**src/rtl/multiplicacion_secuencial_pkg.sv**
```systemverilog
// Shared definitions for the sequential arithmetic set. The controller
// states are reused by the sequential divider.
package multiplicacion_secuencial_pkg;

  // Operand width used when no override is given.
  localparam int DEFAULT_N = 4;

  // Controller states shared by the iterative multiplier and divider.
  typedef enum logic [1:0] {
    IDLE = 2'd0,
    CALC = 2'd1,
    DONE = 2'd2
  } state_t;

  // Width of an iteration counter that must reach n without wrapping.
  function automatic int count_width(input int n);
    return $clog2(n + 1);
  endfunction

endpackage

```
**src/rtl/multiplicacion_secuencial_if.sv**
```systemverilog
// Request/result bundle of the sequential multiplier.
//
// Handshake: start is a request that the multiplier accepts on a rising
// edge only when it is not busy (IDLE or DONE). The operands are sampled
// on that same edge and are don't-care otherwise. busy is high for
// the N iteration cycles that follow. done is a one-cycle pulse, and
// producto is valid in that cycle and holds until the next accepted start.
// A start presented in the done cycle is accepted, so results can be
// issued back to back.
interface multiplicacion_secuencial_if #(
  parameter int N = 4
);

  logic           start;
  logic [N-1:0]   multiplicando;
  logic [N-1:0]   multiplicador;
  logic [2*N-1:0] producto;
  logic           busy;
  logic           done;

  // Requester side: issues operands, observes the result.
  modport master (
    output start,
    output multiplicando,
    output multiplicador,
    input  producto,
    input  busy,
    input  done
  );

  // Multiplier side.
  modport slave (
    input  start,
    input  multiplicando,
    input  multiplicador,
    output producto,
    output busy,
    output done
  );

endinterface

```
**src/rtl/multiplicacion_secuencial_sumador_n.sv**
```systemverilog
// (N+1)-bit combinational adder: partial product accumulator A plus the
// zero-extended multiplicand. A[N] is always clear before the add, so
// the sum never exceeds N+1 bits.
module sumador_n #(
  parameter int N = 4
) (
  input  logic [N:0]   a,
  input  logic [N-1:0] b,
  output logic [N:0]   suma
);

  // Carry of the N-bit add lands in suma[N].
  assign suma = a + {1'b0, b};

endmodule

```
**src/rtl/multiplicacion_secuencial.sv**
```systemverilog
// Sequential unsigned shift-add multiplier. One multiplier bit is retired
// per cycle; the 2N-bit product appears after N iterations.
module multiplicacion_secuencial
  import multiplicacion_secuencial_pkg::*;
#(
  parameter int N = DEFAULT_N
) (
  input  logic                         clk,
  input  logic                         rst,
  multiplicacion_secuencial_if.slave   bus,
  output state_t                       state_dbg
);

  localparam int CW = count_width(N);
  localparam logic [CW-1:0] LAST_ITER = CW'(N - 1);

  state_t         state_q;
  state_t         state_d;

  logic [N-1:0]   m_q;
  logic [N:0]     a_q;
  logic [N-1:0]   q_q;
  logic [CW-1:0]  count_q;
  logic [2*N-1:0] producto_q;

  logic           load;
  logic           iterate;
  logic           finish;

  logic [N:0]     suma;
  logic [N:0]     addend;
  logic [N:0]     a_shift;
  logic [N-1:0]   q_shift;

  sumador_n #(
    .N (N)
  ) u_sumador (
    .a    (a_q),
    .b    (m_q),
    .suma (suma)
  );

  // Conditional add on the current multiplier LSB, then {A,Q} shifted
  // right by one as a single 2N+1-bit register with a zero entering A[N].
  always_comb begin
    addend  = q_q[0] ? suma : a_q;
    a_shift = {1'b0, addend[N:1]};
    q_shift = {addend[0], q_q[N-1:1]};
  end

  // Controller next state and datapath strobes.
  always_comb begin
    state_d = state_q;
    load    = 1'b0;
    iterate = 1'b0;
    finish  = 1'b0;
    unique case (state_q)
      IDLE: begin
        if (bus.start) begin
          load    = 1'b1;
          state_d = CALC;
        end
      end
      CALC: begin
        iterate = 1'b1;
        if (count_q == LAST_ITER) begin
          finish  = 1'b1;
          state_d = DONE;
        end
      end
      DONE: begin
        if (bus.start) begin
          load    = 1'b1;
          state_d = CALC;
        end else begin
          state_d = IDLE;
        end
      end
      default: state_d = IDLE;
    endcase
  end

  // Controller state register; reset wins over any pending start.
  always_ff @(posedge clk) begin
    if (rst) begin
      state_q <= IDLE;
    end else begin
      state_q <= state_d;
    end
  end

  // Operand capture, shift-add iteration and result register.
  always_ff @(posedge clk) begin
    if (rst) begin
      m_q        <= '0;
      a_q        <= '0;
      q_q        <= '0;
      count_q    <= '0;
      producto_q <= '0;
    end else begin
      if (load) begin
        m_q     <= bus.multiplicando;
        a_q     <= '0;
        q_q     <= bus.multiplicador;
        count_q <= '0;
      end else if (iterate) begin
        a_q     <= a_shift;
        q_q     <= q_shift;
        count_q <= count_q + CW'(1);
      end
      if (finish) begin
        producto_q <= {a_shift[N-1:0], q_shift};
      end
    end
  end

  assign bus.producto = producto_q;
  assign bus.busy     = (state_q == CALC);
  assign bus.done     = (state_q == DONE);
  assign state_dbg    = state_q;

endmodule

```
**src/flat_wrapper.sv**
```systemverilog
// flat-port wrapper written by rule: the top's interface ports become plain ports
module multiplicacion_secuencial_flat import multiplicacion_secuencial_pkg::*;
#(
  parameter int N = DEFAULT_N
)
  (clk, rst, state_dbg, bus_start, bus_multiplicando, bus_multiplicador, bus_producto, bus_busy, bus_done);
  multiplicacion_secuencial_if #(.N(N)) bus_i ();
  input  logic clk;
  input  logic rst;
  output state_t state_dbg;
  input wire logic [$bits(bus_i.start)-1:0] bus_start;
  input wire logic [$bits(bus_i.multiplicando)-1:0] bus_multiplicando;
  input wire logic [$bits(bus_i.multiplicador)-1:0] bus_multiplicador;
  output wire logic [$bits(bus_i.producto)-1:0] bus_producto;
  output wire logic [$bits(bus_i.busy)-1:0] bus_busy;
  output wire logic [$bits(bus_i.done)-1:0] bus_done;
  assign bus_i.start = bus_start;
  assign bus_i.multiplicando = bus_multiplicando;
  assign bus_i.multiplicador = bus_multiplicador;
  assign bus_producto = bus_i.producto;
  assign bus_busy = bus_i.busy;
  assign bus_done = bus_i.done;
  multiplicacion_secuencial #(.N(N)) u_core (.clk(clk), .rst(rst), .bus(bus_i), .state_dbg(state_dbg));
endmodule
```
**config.mk**
```make
export PLATFORM = sky130hd
export DESIGN_NAME = multiplicacion_secuencial_flat
export DESIGN_NICKNAME = d
export VERILOG_FILES = /design/src/rtl/multiplicacion_secuencial_pkg.sv /design/src/rtl/multiplicacion_secuencial_if.sv /design/src/rtl/multiplicacion_secuencial_sumador_n.sv /design/src/rtl/multiplicacion_secuencial.sv /design/src/flat_wrapper.sv
export SDC_FILE = /design/constraint.sdc
export NUM_CORES = 1
export LEC_CHECK = 0
export ABC_AREA = 1
export ABC_CLOCK_PERIOD_IN_PS = 2200
export CAP_MARGIN = 0
export CORE_AREA = 5 5 79 81
export CTS_CLUSTER_SIZE = 24
export DETAILED_ROUTE_END_ITERATION = 8
export DIE_AREA = 0 0 84 86
export GPL_TIMING_DRIVEN = 0
export HOLD_SLACK_MARGIN = 0.1
export SLEW_MARGIN = 30
export SYNTH_ARGS = -nofsm -noshare
export SYNTH_HDL_FRONTEND = slang
export SYNTH_HIERARCHICAL = 1
export SYNTH_SLANG_ARGS = --single-unit
```
**constraint.sdc**
```tcl
create_clock -name clk -period 2.2 [get_ports clk]
set_clock_uncertainty 0.2 [all_clocks]
set_input_delay 0.55 -clock clk [delete_from_list [all_inputs] [get_ports clk]]
set_output_delay 0.55 -clock clk [all_outputs]
set_load 0.02 [all_outputs]
```
==> metrics.md, run 1 <==
| Metric | Value |
|---|---|
| Run status | completed |
| Critical path's top delay family | buffers and inverters |
| Synth Area in Compound Gates | 14.3% |
| Residual DRC | 0 |
| EDFF count, synth | 0 |
| Simple-gate share of the synthesized area | approximately a quarter |
| Count of hold-fix buffers inserted at cts | 0 |
| Post-Synth Adder-Cell Area | roughly 7.6% |
| Detailed Routing Iterations Pass 1 | 4 |
| Clock sinks | 25 |
| Area grow syn2layout | 29.2% |
| Synth Cell Area | 0.00125 mm² |
| Worst-Margin Slew | between 0.5 and 0.6 ns |
| Number of global-route vias before repair | approximately 1200 |
| Multiplexer area fraction after synthesis | 0% |
| Port buffer count | 22 |
| DR vias | about 1100 |
| Critical Path RT | 1.45 ns |
| Post_cts resized | 3 |
| Number of antenna diodes | 0 |
| Fin nets | between 200 and 250 |
| Xor/xnor cell area share of the yosys netlist | less than 1% |
| GRT Overall Usage | approximately 8.4% |
| Layout cells sized above 1 | 8.50% |
| Final Hold Fails | 0 |
| Core footprint | 0.00541 mm² |
| Worst slack, placed | 0.00329 ns |
| Largest family of logic cells by synthesized area | simple AND/OR/NAND/NOR gates |
| Initial antenna violation count | 0 |
| WP buf/inv | 5 |
| Setup slack, reg-to-reg | ~0.23 ns |
| Final setup violation count | 0 |
| Chip width | approximately 84 µm |
| Clock root buffer | clkbuf_8 |
| Post-synthesis instance total | ~170 |
| Yosys warning count | 6 |
| Worst path slowest cell | dfxtp_1 |
| Critical Path AT | between 1 and 1.5 ns |
| H-tree levels | 1 |
| Postcts setup bufs | 0 |
| Async S/R FF share, synth | 0% |
| Nature of the critical path endpoint | output pin |
| DR vias/cell | about 4.1 |
| Row count | 27 |
| CTS Buffer Depth | 2 |
| DR iter-0 viols | 71 |
| Syn_area_per_cell | 7.22 µm² |
| Worst Path Max Fanout | 10 |
| PD cells | about 580 mW/mm² |
| Die ar. | ~0.0072 mm² |
| CP cell instances | inv_1, nand2_2, buf_6, inv_6, buf_12, clkdlybuf4s15_2 |
| Dpl hpwl | approximately 2.2 mm |
| Die Span Y | 86 µm |
| Grt total ovfl | 0 |
| Yosys reg bits | 25 |
| Gp weighted congestion | about 0.76 |
| Post-synth cell types | 22 |
| Slew Viols, Final | 0 |
| First-pass GRT wire length | around 5 mm |
| Largest net degree at the start of global routing | 14 |
| Setup TNS Final | 0 ns |
| Slowest Stage Delay on Critical Path | 0.34 ns |
| Worst-Skew Late Latency | between 0.2 and 0.3 ns |
| Worst hold path type | flop to flop |
| Startpoint Class | flop |
| Starting density of the core | a little under a quarter |
| Highest Clock Rate | ~470 MHz |
| CP Class | flop to output pin |
| Drt wl/cell | slightly above 10 µm |
| RSZ-0062 raised after global routing | false |
| Part of the cycle the worst path needs | between 90% and 100% |
| IO Pins | 23 |
| Slew headroom | 60.8% |
| Routed WL | 2.75 mm |
| Post-route worst setup slack | roughly 0.091 ns |
| Primary FF master, synth | dfxtp_1 |
| Total power | between 900 and 1000 µW |
| Reg clk slew, reported paths | 0.08 ns |
| CTS buffer count | 3 |
| Leak | approximately 0.00074 µW |
| Max cap viols | 0 |
| Crit path time final | 2.11 ns |
| Sequential area share after synthesis | 40.1% |
| CTS tree | built |
| Peak supply drop | 348 µV |
| Detail Route Antenna Nets | 0 |
-- metrics by stage --
step                util (%)  instance area, µm²  hold slack [ns]  instances
floorplan                  -                1250            0.243        174
global placement        28.9                1560            0.255        268
detailed placement      28.9                1560            0.260        268
CTS                     29.8                1610            0.272        272
global route            29.8                1610            0.311        272
finish                  29.8                1610            0.268        272
-- worst reg2reg max path: cells and delay by family, from the launching register on --
| family | cells | cell delay, ns |
|---|---|---|
| compound gates | 1 | 0.14 |
| fa+ha+maj | 2 | 0.62 |
| buf+inv | 3 | 0.23 |
| flops | 1 | 0.36 |
| simple gates | 6 | 0.38 |
-- sequential cells by signal (all words and copies together) (netlist names) --
name / count
u_core/bus.producto: 8
u_core/a_q: 4
u_core/m_q: 4
u_core/q_q: 4
u_core/count_q: 3
u_core/state_dbg: 2
-- cell families (layout without fill, tap and decap cells) --
| group | after synthesis | count (layout) |
|---|---|---|
| AND/OR/NAND/NOR | 72 | 72 |
| other | 1 | 2 |
| adder cells (fa/ha/maj) | 7 | 7 |
| XOR/XNOR | 1 | 1 |
| AO/OA/AOI/OAI | 35 | 35 |
| flip-flops | 25 | 25 |
| buffers and inverters | 32 | 58 |
-- cell type report --
type | count | area (µm²)
flip-flops and latches | 25 | 502
fillers | 604 | 3790
clock buffers | 4 | 45.0
plain buffers | 3 | 36.3
well taps | 72 | 90.1
repair buffers | 22 | 224
multi-input cells | 117 | 602
inverters | 29 | 114
-- synth_stat cells, types with 2 or more instances --
master,instances,area [µm²]
inv_1,27,101
or2_2,3,18.8
nor2_1,27,101
a21oi_1,10,50.1
nand3_1,10,50.1
nand2_1,28,105
nor2_4,2,22.5
dfxtp_1,25,500
ha_1,6,75.1
o21ai_0,21,105
o21ai_1,3,15.0
-- per-layer routing --
layer / vias up / share of wire (%) / track usage (%) / wire [µm]
li1: 597 / - / - / -
met1: 500 / 51 / 10.7 / 1390
met2: 24 / 43 / 14.2 / 1200
met3: 2 / 5.1 / 2.59 / 139
met4: 0 / 0.91 / 1.46 / 25
met5: - / 0 / 0 / 0
-- path summary, 6_finish.rpt --
| kind | endpoint | from | cells past startpoint |
|---|---|---|---|
| hold reg to reg | u_core/bus.producto[7] | u_core/bus.producto[7] | 2 |
| setup / recovery | bus_busy | u_core/state_dbg[1] | 6 |
| setup reg to reg | u_core/bus.producto[7] | u_core/a_q[0] | 12 |
| hold / removal | u_core/bus.producto[7] | u_core/bus.producto[7] | 2 |
-- power breakdown --
part / internal (µW) / leakage, µW / switching, µW
sequential: 477 / 0.000205 / 18.8
clock: 129 / 0.0000228 / 141
combinational: 77.5 / 0.000515 / 98.9
total: 684 / 0.000742 / 259
-- cells in the final DEF, fill, tap and decap left out, types with 2 or more instances in the layout --
cell type	Yosys	final
a21oi_1	10	10
clkbuf_8	0	3
clkdlybuf4s50_1	0	20
conb_1	1	2
dfxtp_1	25	24
ha_1	6	6
inv_1	27	27
nand2_1	28	28
nand3_1	10	10
nor2_1	27	27
nor2_4	2	2
o21ai_0	21	21
o21ai_1	3	3
or2_2	3	3
Power figures use the tool's default switching activity.
==> run 2: changes to the inputs <==
ABC_CLOCK_PERIOD_IN_PS = 2350   (was 2200)
SLEW_MARGIN = 20   (was 30)
clock period = 2.35 ns   (was 2.2 ns; I/O delays follow)
==> run 2 against run 1 <==
  * First-iteration DRC count shrank 1.4%
  * Non-clock buffer count is the same
  * Largest power group unchanged
  * Critical endpoint unchanged
  * Via count is essentially flat
  * Clock power shrank 6%
==> metrics.md, run 2 (synthesized netlist as in run 1, its figures left out) <==
| Metric | Value |
|---|---|
| Part of the cycle the worst path needs | about 96% |
| Worst-Margin Slew | 0.587 ns (+0.000308 ns) |
| DR vias | 1124 (+0.089%) |
| Grt total ovfl | 0 (unchanged) |
| Port buffer count | 22 (unchanged) |
| Layout cells sized above 1 | 7.50% (-1.0 points) |
| PD cells | 548 mW/mm² (-6.1%) |
| R2R depth | 12 (unchanged) |
| Max FFs per register | 8 (unchanged) |
| Clock Power Share | 28.7% (about the same) |
| Number of global-route vias before repair | 1174 (unchanged) |
| DR iter-0 viols | 70 (-1.4%) |
| Worst hold path type | flop to flop |
| Clock sinks | 25 (unchanged) |
| Hold Path Cell Cnt | 2 (unchanged) |
| CTS buffer count | 3 (unchanged) |
| First-pass GRT wire length | 5.09 mm (unchanged) |
| CTS Buffer Depth | 2 (unchanged) |
| Die ar. | 0.00722 mm² (unchanged) |
| H-tree levels | 1 (unchanged) |
| Gp weighted congestion | 0.761 (unchanged) |
| Die Span Y | 86 µm (unchanged) |
| Initial antenna violation count | 0 (unchanged) |
| Largest net degree at the start of global routing | 14 (unchanged) |
| Routed WL | 2.75 mm (-0.18%) |
| Worst-Skew Late Latency | 0.26 ns (about the same) |
| Clock root buffer | clkbuf_8 |
| Cell Int Power | 639 µW (-6.5%) |
| Drt wl/cell | 10.1 µm (-0.18%) |
| Nature of the critical path endpoint | output pin |
| Commonest non-fill, non-tap cell in the layout | nand2_1 |
| Worst Path Max Fanout | 10 (unchanged) |
| Net switching power | 242 µW (-6.4%) |
| Area grow syn2layout | 28.7% |
| Starting density of the core | 23.1% (unchanged) |
| Critical Path RT | 1.56 ns (+0.11 ns) |
| Row count | 27 (unchanged) |
| IO Pins | 23 (unchanged) |
| Slew headroom | 60.7% (about the same) |
| Core footprint | 0.00541 mm² (unchanged) |
| Chip width | 84 µm (unchanged) |
| Run status | completed |
| Setup TNS Final | 0 ns (unchanged) |
| Critical Path AT | 1.46 ns (+0.10 ns) |
| Max cap viols | 0 (unchanged) |
| CP Class | flop to output pin |
| Detail Route Antenna Nets | 0 (unchanged) |
| RSZ-0062 raised after global routing | false |
| Number of antenna diodes | 0 (unchanged) |
| Combinational power share | 18.7% (about the same) |
| Final Hold Fails | 0 (unchanged) |
| Leak | 0.000725 µW (-2.2%) |
| Reg clk slew, reported paths | 0.08 ns (about the same) |
| Highest Clock Rate | roughly 440 MHz |
| Fin nets | 219 (unchanged) |
| GRT Overall Usage | 8.38% (unchanged) |
| CTS tree | built |
| Peak supply drop | 326 µV (-6.4%) |
| Residual DRC | 0 (unchanged) |
| Slew Viols, Final | 0 (unchanged) |
| Final setup violation count | 0 (unchanged) |
| Crit path time final | approximately 2.2 ns |
| Startpoint Class | flop |
| Sw frac | 27.5% (about the same) |
| Dpl hpwl | 2.16 mm (unchanged) |
| Reg power frac | 52.6% (about the same) |
| DR vias/cell | 4.13 (about the same) |
| Worst hold slack | 0.268 ns (unchanged) |
| Most frequent cells in the layout | 28 x nand2_1, 27 x inv_1, 27 x nor2_1 |
| Detailed Routing Iterations Pass 1 | 4 (unchanged) |
run 2: changes by cell type in the layout (fill, tap and decap cells not counted), sizes merged:
cell | before | now
dlygate4sd2 | 0 | 1
clkdlybuf4s15 | 1 | 0
dlymetal6s2s | 1 | 0
clkdlybuf4s50 | 20 | 21
run 2: power by group through the flow:
| stage | combinational (µW) | sequential [µW] | clock [µW] |
|---|---|---|---|
| floorplan | 114 | 471 | 0 |
| global placement | 164 | 473 | 0 |
| detailed placement | 165 | 474 | 0 |
| CTS | 166 | 464 | 264 |
| global route | 191 | 468 | 286 |
| finish | 164 | 464 | 253 |
run 2: through the flow:
stage	instances	setup slack, ns	utilization (%)	instance area [µm²]	power [µW]
global placement	268	0.109	28.9	1560	638
finish	272	0.101	29.7	1610	881
floorplan	174	0.603	-	1250	585
detailed placement	268	0.116	28.9	1560	639
global route	272	0.00124	29.7	1610	944
CTS	272	0.0776	29.7	1610	893
run 2: cell type report:
class / count / area (µm²)
sequential: 25 / 500
clock buffer: 4 / 45.0
multi-input combinational: 117 / 602
buffer: 3 / 36.3
fill: 607 / 3800
timing repair buffer: 22 / 219
inverter: 29 / 114
tap: 72 / 90.1
run 2: routing by layer:
| layer | wire length (µm) | GRT usage, % | share of wire [%] | up-vias |
|---|---|---|---|---|
| li1 | - | - | - | 597 |
| met1 | 1380 | 10.7 | 50 | 501 |
| met2 | 1200 | 14.2 | 44 | 24 |
| met3 | 139 | 2.59 | 5.1 | 2 |
| met4 | 25 | 1.46 | 0.91 | 0 |
| met5 | 0 | 0 | 0 | - |
run 2: path summary, 6_finish.rpt:
path,start,end,slack [ns]
setup / recovery,u_core/state_dbg[0],bus_busy,0.10
hold / removal,u_core/bus.producto[7],u_core/bus.producto[7],0.27
setup reg to reg,u_core/a_q[0],u_core/bus.producto[7],0.38
hold reg to reg,u_core/bus.producto[7],u_core/bus.producto[7],0.27
run 2: timing repair:
action / in CTS / in global routing
gates resized for setup: 1 / 0
buffers inserted: 0 / 0
hold buffers: 0 / 0
endpoints found under the setup margin: 1 / 0
endpoints found under the hold margin: 0 / 0
run 2: worst max-delay path: stages, from the launching register on:
cell and delay, ns:
dfxtp_1 0.42, nand2_2 0.11, buf_6 0.16, inv_6 0.06, buf_12 0.11, dlygate4sd2_1 0.34
